File: config.mk
export PLATFORM = sky130hd
export DESIGN_NAME = down_counter12_timer
export DESIGN_NICKNAME = d
export VERILOG_FILES = /design/src/rtl/down_counter12_timer.sv
export SDC_FILE = /design/constraint.sdc
export NUM_CORES = 1
export LEC_CHECK = 0
export BUFFER_PORTS_ARGS = -buffer_cell sky130_fd_sc_hd__buf_4
export CAP_MARGIN = 0
export CELL_PAD_IN_SITES_DETAIL_PLACEMENT = 1
export CELL_PAD_IN_SITES_GLOBAL_PLACEMENT = 1
export CORE_UTILIZATION = 36
export CTS_CLUSTER_DIAMETER = 60
export DETAILED_ROUTE_END_ITERATION = 8
export PLACE_DENSITY = 0.79
export SLEW_MARGIN = 0
export SYNTH_ARGS = -nofsm -noshare
export SYNTH_HDL_FRONTEND = slang
export SYNTH_SLANG_ARGS = --single-unit
File: constraint.sdc
create_clock -name clk -period 2.1 [get_ports clk]
set_clock_uncertainty 0.05 [all_clocks]
set_input_delay 0.21 -clock clk [delete_from_list [all_inputs] [get_ports clk]]
set_output_delay 0.21 -clock clk [all_outputs]
set_load 0.005 [all_outputs]
File: src/rtl/down_counter12_timer.sv
// Loadable 12-bit down-counter with start/done handshake and optional auto-reload.
// Terminal count comes only from the external NOR zero detector on zero_in.
module down_counter12_timer #(
  parameter bit          AUTO_RELOAD = 1'b0,
  parameter int unsigned MIN_CLK_NS  = 20
) (
  input  logic        clk,
  input  logic        rst_n,
  input  logic        start,
  input  logic        abort,
  input  logic        hold,
  input  logic [11:0] load_val,
  input  logic        zero_in,
  output logic [11:0] cnt,
  output logic        busy,
  output logic        done
);

  // The NOR needs about 7 ns to settle; anything tighter cannot meet setup on zero_in.
  if (MIN_CLK_NS < 8) begin : g_min_clk_check
    $error("MIN_CLK_NS too small for the NOR zero detector settle time");
  end

  typedef enum logic [1:0] {StIdle, StCount, StDone} state_e;

  state_e      state_q, state_d;
  logic [11:0] cnt_q, cnt_d;
  logic        busy_q, busy_d;
  logic        done_q, done_d;

  always_comb begin
    state_d = state_q;
    cnt_d   = cnt_q;
    unique case (state_q)
      StIdle: begin
        if (start) begin
          cnt_d   = load_val;
          state_d = StCount;
        end
      end
      StCount: begin
        if (abort) begin
          state_d = StIdle;
        end else if (zero_in) begin
          state_d = StDone;
        end else if (!hold) begin
          cnt_d = cnt_q - 12'd1;
        end
      end
      StDone: begin
        if (abort) begin
          state_d = StIdle;
        end else if (AUTO_RELOAD) begin
          cnt_d   = load_val;
          state_d = StCount;
        end else begin
          state_d = StIdle;
        end
      end
      default: state_d = StIdle;
    endcase
    busy_d = (state_d != StIdle);
    done_d = (state_d == StDone);
  end

  always_ff @(posedge clk or negedge rst_n) begin
    if (!rst_n) begin
      state_q <= StIdle;
      cnt_q   <= 12'h000;
      busy_q  <= 1'b0;
      done_q  <= 1'b0;
    end else begin
      state_q <= state_d;
      cnt_q   <= cnt_d;
      busy_q  <= busy_d;
      done_q  <= done_d;
    end
  end

  assign cnt  = cnt_q;
  assign busy = busy_q;
  assign done = done_q;

endmodule

Yosys cells after proc, flatten, opt, wreduce, memory -nomap -nowiden
Index checks and enable logic that the tools add are counted.

storage, ports and cells
  output and inout port bits = 14
  input bits = 18
  logic and storage cells = 24
  register bits = 16

operators by class
  equal/unequal tests = 6
  reductions and logical operators = 4
  $add $sub $neg = 1
  multiplexer cells = 9

operators with widths
  cell                                                 number
  2-to-1 mux 12 bit                                    4
  one-hot mux 12 bit (2 select lines)                  1
  subtractor 12 x 1 -> 12 bit, second input constant   1
  != test 2 bit, second input constant                 4
  2-to-1 mux 2 bit                                     3
  AND reduction 5 bit                                  1
  one-hot mux 2 bit (2 select lines)                   1
  nonzero test 2 bit                                   2
  equality test 2 x 1 -> 1 bit, second input constant  1
  equality test 2 bit, second input constant           1
  logical NOT 2 bit                                    1

Longest topological paths before layout
Gate-level depths: netlist of run 1.

  depth in word-level cells = 5
  gate-level depth with buffers = 6
  depth with buffers taken out = 6

Worst setup path before layout of run 1
Ideal clock, no wire load.

  kind = flip-flop to flip-flop
  start point = reg cnt_q[0] (netlist: cnt[0])
  end point = reg cnt_q[10] (netlist: cnt[10])
  path buffers = 0
  period minus slack after synthesis = 1.793 ns
  stages on the path, launching flop included = 7
  data arrival time = 1.616 ns
  required time = 1.923 ns
  library setup time = 0.127 ns
  path slack = 0.307 ns
  path through = dfrtp_1 -> inv_1 -> ha_1 -> or4b_4 -> nor3_1 -> a31o_2 -> o211ai_2

between the ends
  word-level cells in the longest chain between the ends = 5

ends and longest elaborated chain
  item                                 line  RTL
  start: declaration                   27    logic [11:0] cnt_q, cnt_d;
  start signal: assignment             74    cnt_q <= cnt_d;
  subtractor 12 x 1 -> 12 bit          47    cnt_d = cnt_q - 12'd1;
  2-to-1 mux 12 bit                    46    end else if (!hold) begin
  2-to-1 mux 12 bit                    44    end else if (zero_in) begin
  2-to-1 mux 12 bit                    42    if (abort) begin
  one-hot mux 12 bit (2 select lines)  34    unique case (state_q)

No other way between the ends. The select of a mux whose other input is x is not followed.
A chain may end at the register's enable or synchronous reset.

Worst setup path in the final report of run 1
Same ends and word-level chain as after synthesis.

==> results.md, run 1 <==
- Status: finished clean
- Register area share after synthesis: 0.410
- Vias/cell: just under 6
- Worst-margin pin slew: around 0.44 ns
- Total wire length: about 2.8 mm
- Critical path's slowest cell: or4b_4
- Commonest cells after routing, fill and taps aside: buf_4 (34), dfrtp_1 (16), nand2_1 (10)
- Fin. max-slew vios: 0
- EDFF count, synth: 0
- Fillers: between 300 and 400
- Starting Density: 0.387
- Top FF cell, synth: dfrtp_1
- Compound-Gate Fraction of Synth Area: 0.314
- Pin count of the biggest net entering global routing: 18
- Core Region: about 2500 um2
- H-tree level count: 1
- CP bufs+invs: 1
- CP arrival: between 2 and 2.5 ns
- Max-slew headroom: 0.701
- Share of layout cells above drive strength 1: 0.385
- Critical Path Source Type: flop
- Crit end category: flop
- Netlist cell types: 39
- Cell taking the most area after synthesis: dfrtp_1
- # rows: 18
- # IOs: 32
- Pre-CTS WS: 0.101 ns
- CTS root buffer: clkbuf_4
- Final nets: ~160
- Final period utilization: 0.891
- Post-layout min period: roughly 1.9 ns
- CP peak stage delay: between 0.5 and 0.6 ns
- Insertion delay to the later sink of the worst-skew pair: just under 0.3 ns
- Synth Register Bits: 16
- Die H: 54.1 um
- Mean Syn Cell Area: between 9 and 10 um2
- Vias in the first global route: just over 900
- Max-capacitance violation count: 0
- Leakage: around 0.56 nW
- Xor and xnor area share after synthesis: 0
- Antenna Violating Nets Remaining: 0
- Fmax: between 500 and 600 MHz
- Util after Layout: 0.510
- Placed cell areas: around 1200 um2
- Area delta synth->final: 31.9%
- Buffers on Ports: 31
- Delay-heaviest family, CP: simple AND/OR/NAND/NOR gates
- DIE AREA: 2920 um2
- Synth Area in Adders: 0.0128
- Min Hold Slack: 0.0496 ns
- TritonCTS Buffers: 3
- Multi-input gate area: around 540 um2
- Sink Count: 16
- Worst vdd ir: between 500 and 600 uV
- RSZ-0062 raised after global routing: false
- Post-Route Setup TNS: 0 ns
- DP HPWL: about 2.1 mm
- Fin worst setup slack: 0.230 ns
- Worst Path Required: between 2 and 2.5 ns
- First-pass GRT wire length: about 4.5 mm
- Top-area cell type share of the netlist area: 0.410
- CP Cell Sequence: inv_1 > ha_1 > or4b_4 > nor3_2 > a32oi_1 > o211ai_2
- Post-Syn Area: 976 um2
- Pwr/cell area: slightly above 1000 nW/um2
- Setup violators final: 0
- CP Class: flop to flop
- Drc violations: 0
- Syn Nets: about 120
- Routed wire per std cell: between 15 and 20 um
- Largest family of logic cells by synthesized area: compound AO/OA/AOI/OAI gates
- Synth warn: 0
- Maximum root-to-sink buffer count: 2
- Global route overflow: 0
- Commonest non-fill, non-tap cell in the layout: buf_4
- Vias: just under 1000
- Detailed Routing Iterations Pass 1: 4
- Synth Area in Simple Gates: 0.218
- Routability cong.: roughly 0.75
- # diodes: 0
- GRT Total Usage: 0.225
- Clock slew seen by the registers of the worst setup and hold paths: approximately 0.10 ns
- Fin. Hold Viols: 0
- CTS tree: built
- Initial antenna violation count: 0
- Worst-path fanout max: 5
- Register area: between 400 and 500 um2
- Die width: between 50 and 60 um
- Mux cell area share after synthesis: 0
- Final instance area: around 1300 um2
- Asr flop ratio synth: 1.00
- Post-Synthesis Cells: 100
- Top cells by area, synth: dfrtp_1 (41%), a21oi_1 (4.6%), nand2_1 (3.8%)
- Initial DRC Count: 15
- Worst min path class: primary input to flop
cell type report:
class / count / share of cell area
Clock buffer: 4 / 0.0282
Inverter: 3 / 0.00875
Timing Repair Buffer: 35 / 0.206
Tap cell: 30 / 0.0292
Sequential cell: 16 / 0.311
Multi-Input combinational cell: 77 / 0.417
routing by layer:
layer	part of all wire	global-route usage
met1	0.45	0.276
met4	0.0095	0.0641
met2	0.50	0.385
met3	0.047	0.0565
met5	0	0
stage by stage:
| step | instances | total power [mW] |
|---|---|---|
| global route | 165 | 1.39 |
| floorplan | 100 | 0.809 |
| CTS | 165 | 1.30 |
| detailed placement | 160 | 1.09 |
| finish | 165 | 1.30 |
| global placement | 160 | 1.06 |
logic make-up after synthesis:
family          Yosys count
compound gates           39
buf+inv                   7
simple gates             37
flops                    16
fa+ha+maj                 1
cells in the mapped netlist, types with 2 or more instances:
| cell | n |
|---|---|
| dfrtp_1 | 16 |
| nand2_1 | 10 |
| a21oi_1 | 9 |
| nor2_1 | 7 |
| o21ai_0 | 6 |
| inv_1 | 3 |
| nor3_1 | 3 |
| nor3b_1 | 3 |
| nor4_1 | 3 |
| o211ai_2 | 3 |
| a22oi_1 | 2 |
| a32oi_1 | 2 |
| clkbuf_1 | 2 |
| o21ai_1 | 2 |
| o2bb2ai_1 | 2 |
| o32ai_1 | 2 |
| or2b_2 | 2 |
| or4b_4 | 2 |
timing repair:
item	CTS	global route
buffers inserted	0	0
hold buffers	1	0
endpoints found under the setup margin	0	2
gates resized for setup	0	1
hold endpoints to repair	16	0
flip-flops by register name, summed over array words and instances, names as in the netlist:
signal	flops
done	1
cnt	12
busy	1
state_q	2
report_power, final:
group	leakage [nW]	total [mW]	switching, mW	internal [mW]
combinational	0.343	0.561	0.270	0.291
sequential	0.194	0.526	0.125	0.401
clock	0.0210	0.213	0.107	0.106
total	0.558	1.30	0.502	0.797
final timing paths:
| path | startpoint | endpoint | slack, ns | cells past startpoint |
|---|---|---|---|---|
| worst max-delay path | cnt[0]$_DFFE_PN0P_ | cnt[10]$_DFFE_PN0P_ | 0.23 | 6 |
| worst min-delay path | abort | state_q[1]$_DFF_PN0_ | 0.05 | 2 |
| worst max register to register | cnt[0]$_DFFE_PN0P_ | cnt[10]$_DFFE_PN0P_ | 0.23 | 6 |
| worst min register to register | cnt[11]$_DFFE_PN0P_ | cnt[11]$_DFFE_PN0P_ | 0.47 | 1 |
| max in group asynchronous | rst_n | cnt[2]$_DFFE_PN0P_ | 1.54 | 2 |
| min in group asynchronous | rst_n | state_q[1]$_DFF_PN0_ | 0.25 | 2 |
No activity file was read; power rests on OpenSTA's default activity.
==> run 2: changes to the inputs <==
==> constraint.sdc (replaced) <==
create_clock -name clk -period 2.1 [get_ports clk]
set_clock_uncertainty 0.05 [all_clocks]
set_input_delay 0.42 -clock clk [delete_from_list [all_inputs] [get_ports clk]]
set_output_delay 0.42 -clock clk [all_outputs]
set_load 0.005 [all_outputs]
==> results.md, run 2 (synthesis gave the netlist of run 1 again) <==
- Worst min path class: primary input to flop
- Worst Path Required: 2.27 ns (about the same)
- Max-capacitance violation count: 0 (unchanged)
- Initial DRC Count: 7 (-8)
- DR top layer: met4
- DIE AREA: 2920 um2 (unchanged)
- Die width: 54.1 um (unchanged)
- Share of layout cells above drive strength 1: 0.382 (-0.00283)
- Flop2flop setup slack: 0.15 ns (-0.08 ns)
- # rows: 18 (unchanged)
- Initial antenna violation count: 0 (unchanged)
- CP Cell Sequence: inv_1 > ha_1 > or4b_4 > nor3_1 > buf_4 > a32oi_1 > o211ai_2
- Status: finished clean
- Maximum root-to-sink buffer count: 2 (unchanged)
- Max-slew headroom: 0.668 (-0.0330)
- TritonCTS Buffers: 3 (unchanged)
- Routability cong.: 0.756 (+0.65%)
- Post-Route Setup TNS: 0 ns (unchanged)
- Final period utilization: 0.930 (+0.0391)
- Fmax: 512 MHz (-4.2%)
- Area delta synth->final: 32.2%
- Commonest non-fill, non-tap cell in the layout: buf_4
- Post-CTS Resized: 0 (unchanged)
- WL met3: 98 um (-26%)
- Worst hold path cell count: 2 (unchanged)
- Pwr Total: 1.29 mW (-0.97%)
- Post-CTS Setup Inserts: 0 (unchanged)
- Starting Density: 0.387 (unchanged)
- Fin. max-slew vios: 0 (unchanged)
- Final nets: 156 (+0.65%)
- Worst-margin pin slew: 0.494 ns (+0.0490 ns)
- First-pass GRT wire length: 4.58 mm (+1.4%)
- Worst-path fanout max: 5 (unchanged)
- Pin count of the biggest net entering global routing: 19 (+1)
- Fin worst setup slack: 0.148 ns (-0.0821 ns)
- Total wire length: 2.76 mm (-2.7%)
- Buffers on Ports: 31 (unchanged)
- GRT Total Usage: 0.222 (-0.00267)
- Multi-input gate area: 532 um2 (-0.93%)
- Global route overflow: 0 (unchanged)
- Detailed Routing Iterations Pass 1: 3 (-1)
- Pwr/cell area: 998 nW/um2 (-1.2%)
- CP arrival: 2.12 ns (+0.08 ns)
- Critical path's slowest cell: or4b_4
- Setup violators final: 0 (unchanged)
- Post-layout min period: 1.95 ns (+0.0821 ns)
- Die H: 54.1 um (unchanged)
- Placed cell areas: 1240 um2 (+0.61%)
- H-tree level count: 1 (unchanged)
- Final instance area: 1290 um2 (+0.19%)
- CP peak stage delay: 0.52 ns (about the same)
- Core Region: 2520 um2 (unchanged)
- Max reg flops: 12 (unchanged)
- Leakage: 0.562 nW (+0.76%)
- Met2 WL: 1.37 mm (-2.7%)
- Depth of the most critical reg-to-reg path: 7 (+1)
- Fillers: 317 (+3.9%)
- # IOs: 32 (unchanged)
- Commonest cells after routing, fill and taps aside: buf_4 (35), dfrtp_1 (16), nand2_1 (10)
- Pre-CTS WS: 0.154 ns (+0.0527 ns)
- Met1 wire length: 1.28 mm (+0.79%)
- Clock slew seen by the registers of the worst setup and hold paths: 0.10 ns (about the same)
- Worst vdd ir: 548 uV (-0.96%)
- CTS tree: built
- Insertion delay to the later sink of the worst-skew pair: 0.29 ns (about the same)
- DP HPWL: 2.06 mm (-1.7%)
- Antenna Violating Nets Remaining: 0 (unchanged)
- Sink Count: 16 (unchanged)
- Vias/cell: 5.78 (-1.0%)
- Fin. Hold Viols: 0 (unchanged)
- RSZ-0062 raised after global routing: false
- Vias: 960 (-0.41%)
- CP Class: flop to flop
- # diodes: 0 (unchanged)
- Critical Path Source Type: flop
- Register area: 400 um2 (unchanged)
- Routed wire per std cell: 16.6 um (-3.3%)
- Drc violations: 0 (unchanged)
- CTS root buffer: clkbuf_4
- Vias in the first global route: 964 (+3.1%)
- Crit end category: flop
-- run 2: cell count changes in the layout (fill, tap and decap cells not counted), sizes merged --
cell  before  now
buf       34   35
-- run 2: through the flow --
step	util	hold slack, ns	std cells
2_1_floorplan	-	0.0744	100
3_3_place_gp	0.493	0.245	161
3_5_place_dp	0.493	0.247	161
4_1_cts	0.511	0.258	166
5_1_grt	0.511	0.269	166
6_report	0.511	0.269	166
-- run 2: worst paths after layout --
path                                     start                   to
hold / removal                           abort       done$_DFF_PN0_
min in group asynchronous                rst_n       done$_DFF_PN0_
setup / recovery            cnt[0]$_DFFE_PN0P_  cnt[10]$_DFFE_PN0P_
hold reg to reg            cnt[11]$_DFFE_PN0P_  cnt[11]$_DFFE_PN0P_
setup reg to reg            cnt[0]$_DFFE_PN0P_  cnt[10]$_DFFE_PN0P_
max in group asynchronous                rst_n   cnt[0]$_DFFE_PN0P_
-- run 2: worst max-delay path: cells and delay by family (launching register included) --
kind,cells,cell delay [ns]
AOI/OAI and AO/OA,2,0.27
DFF,1,0.42
adders and majority gates,1,0.21
buffers and inverters,2,0.25
and+or+nand+nor,2,0.68
-- run 2: final cells by class --
cell class / instances / area share
multi-input cells: 77 / 0.412
flip-flops and latches: 16 / 0.310
repair buffers: 36 / 0.211
well taps: 30 / 0.0291
clock buffers: 4 / 0.0281
inverters: 3 / 0.00873
-- run 2: power by group --
group / internal, mW / leakage [nW] / switching, mW
Combinational: 0.292 / 0.347 / 0.267
Clock: 0.106 / 0.0210 / 0.106
Sequential: 0.401 / 0.194 / 0.115
Total: 0.798 / 0.562 / 0.489
-- run 2: per-layer routing --
layer	global-route usage	vias up
met2	0.389	21
met5	0	-
li1	-	457
met4	0.0641	0
met3	0.0254	2
met1	0.284	480
-- run 2: what timing repair did --
item | 4_1_cts | 5_1_grt
hold buffers | 1 | 0
hold endpoints to repair | 16 | 0
setup endpoints to repair | 0 | 0
==> run 3: changes to the inputs <==
Settings changed: CELL_PAD_IN_SITES_DETAIL_PLACEMENT 1 to 0, CELL_PAD_IN_SITES_GLOBAL_PLACEMENT 1 to 2, CORE_UTILIZATION 36 to 26, PLACE_DENSITY 0.79 to 0.75.
Clock period 2.1 ns to 1.71 ns, I/O delays scaled along.
==> results.md, run 3 (synthesis gave the netlist of run 1 again) <==
- Routed wire per std cell: 14.0 um (-16%)
- H-tree level count: 1 (unchanged)
- First-pass GRT wire length: 4.69 mm (+2.4%)
- Initial DRC Count: 25 (+18)
- Fin worst setup slack: -0.0516 ns (-0.199 ns)
- Global route overflow: 0 (unchanged)
- Maximum root-to-sink buffer count: 2 (unchanged)
- Leakage: 0.674 nW (+20%)
- Routability cong.: 0.819 (+8.4%)
- Starting Density: 0.281 (-0.106)
- Max-slew headroom: 0.787 (+0.119)
- Final cell count without fillers: 203 (+22%)
- CTS tree: built
- Sw Share: 0.359 (-0.0206)
- Area delta synth->final: 55.6%
- Vias: 1021 (+6.4%)
- Post-Route Setup TNS: -0.111 ns (-0.111 ns)
- Critical Path Source Type: flop
- DP HPWL: 2.09 mm (+1.2%)
- Fmax: 568 MHz (+11%)
- Share of layout cells above drive strength 1: 0.516 (+0.134)
- Worst vdd ir: 499 uV (-8.9%)
- # placed instances: 195 (+21%)
- Commonest cells after routing, fill and taps aside: buf_4 (56), dfrtp_1 (15), nand2_1 (10)
- Worst-path fanout max: 7 (+2)
- Die width: 63.3 um (+17%)
- Drc violations: 0 (unchanged)
- Final nets: 178 (+14%)
- Pwr/cell area: 1200 nW/um2 (+20%)
- CP arrival: 1.84 ns (-0.28 ns)
- Fin. Hold Viols: 0 (unchanged)
- Total wire length: 2.85 mm (+3.2%)
- Fillers: 366 (+15%)
- Vias/cell: 5.03 (-13%)
- CP Class: flop to flop
- Sink Count: 16 (unchanged)
- Crit end category: flop
- Insertion delay to the later sink of the worst-skew pair: 0.25 ns (-0.04 ns)
- RSZ-0062 raised after global routing: true
- Clk pwr share: 0.158 (-0.007)
- Net Switching: 0.652 mW (+33%)
- Die H: 63.3 um (+17%)
- # diodes: 0 (unchanged)
- # rows: 21 (+3)
- Worst min path class: primary input to flop
- Buffers on Ports: 31 (unchanged)
- Fin. max-slew vios: 0 (unchanged)
- CTS root buffer: clkbuf_8
- Max-capacitance violation count: 0 (unchanged)
- Commonest non-fill, non-tap cell in the layout: buf_4
- Worst hold path cell count: 3 (+1)
- Sequential share of power: 0.339 (-0.062)
- Depth of the most critical reg-to-reg path: 5 (-2)
- Clock slew seen by the registers of the worst setup and hold paths: 0.06 ns (-0.04 ns)
- Status: complete, but fails checks
- Pre-CTS WS: -0.107 ns (-0.261 ns)
- Util after Layout: 0.438 (-0.0735)
- Max reg flops: 12 (unchanged)
- Pwr Total: 1.82 mW (+41%)
- Setup violators final: 3 (+3)
- Antenna Violating Nets Remaining: 0 (unchanged)
- Post-layout min period: 1.76 ns (-0.191 ns)
- Failing checks: negative setup slack
- Multi-input gate area: 572 um2 (+7.5%)
- Int Pwr: 1.16 mW (+46%)
- Gate power share: 0.502 (+0.068)
- Detailed Routing Iterations Pass 1: 4 (+1)
- GRT Total Usage: 0.150 (-0.0720)
- Pin count of the biggest net entering global routing: 19 (unchanged)
- Initial antenna violation count: 0 (unchanged)
- Worst Path Required: 1.79 ns (-0.48 ns)
- Worst-margin pin slew: 0.316 ns (-0.177 ns)
- Final period utilization: 1.03 (+0.101)
- Vias in the first global route: 967 (+0.31%)
- Core Region: 3470 um2 (+38%)
- TritonCTS Buffers: 3 (unchanged)
- DIE AREA: 4000 um2 (+37%)
- Register area: 402 um2 (+0.31%)
- # IOs: 32 (unchanged)
-- run 3: cell count changes in the layout (fill, tap and decap cells not counted), moves of 2 or more --
cell and change:
buf_4 +21, clkbuf_4 -3, clkbuf_8 +2, inv_1 -2, inv_2 +2
-- run 3: repair_timing --
item,CTS,global route
endpoints found under the setup margin,3,10
hold buffers,1,0
gates resized for setup,1,8
pin swaps,1,1
endpoints found under the hold margin,16,0
buffers inserted,0,4
-- run 3: path summary, 6_finish.rpt --
| kind | startpoint | endpoint | slack (ns) |
|---|---|---|---|
| max in group asynchronous | rst_n | state_q[0]$_DFF_PN0_ | 0.96 |
| worst min register to register | cnt[11]$_DFFE_PN0P_ | cnt[11]$_DFFE_PN0P_ | 0.46 |
| worst min-delay path | load_val[2] | cnt[2]$_DFFE_PN0P_ | 0.32 |
| worst max-delay path | state_q[0]$_DFF_PN0_ | cnt[2]$_DFFE_PN0P_ | -0.05 |
| min in group asynchronous | rst_n | state_q[1]$_DFF_PN0_ | 0.44 |
| worst max register to register | state_q[0]$_DFF_PN0_ | cnt[2]$_DFFE_PN0P_ | -0.05 |
-- run 3: routing by layer --
layer  share of wire  vias to the layer above  wire length [um]  GRT usage
met5               0                        -                 0          0
met1            0.50                      500              1430      0.211
met4           0.013                        0                36     0.0426
met3           0.026                        4                73     0.0217
li1                -                      500                 -          -
met2            0.46                       17              1310      0.237
-- run 3: worst max-delay path: stages (launching register included) --
cell     delay [ns]
dfrtp_2        0.40
or4b_4         0.50
a21o_4         0.28
buf_2          0.17
o21ai_0        0.16
o21ai_1        0.08
-- run 3: per-stage QoR --
step	hold WS, ns	area, um2
after floorplan	-0.00359	981
after global placement	0.178	1400
after detailed placement	0.174	1400
after CTS	0.321	1460
after global routing	0.326	1520
final	0.320	1520
-- run 3: cell type report --
type	instances	area share
multi-input combinational	77	0.376
clock buffer	3	0.0272
sequential	16	0.264
inverter	3	0.00741
timing repair buffer	58	0.287
tap	46	0.0379
-- run 3: power by group through the flow --
stage | Combinational [mW] | Sequential, mW | Clock, mW
finish | 0.912 | 0.617 | 0.287
global placement | 0.832 | 0.618 | 0
floorplan | 0.365 | 0.633 | 0
detailed placement | 0.841 | 0.618 | 0
CTS | 0.856 | 0.610 | 0.288
global route | 0.995 | 0.638 | 0.300
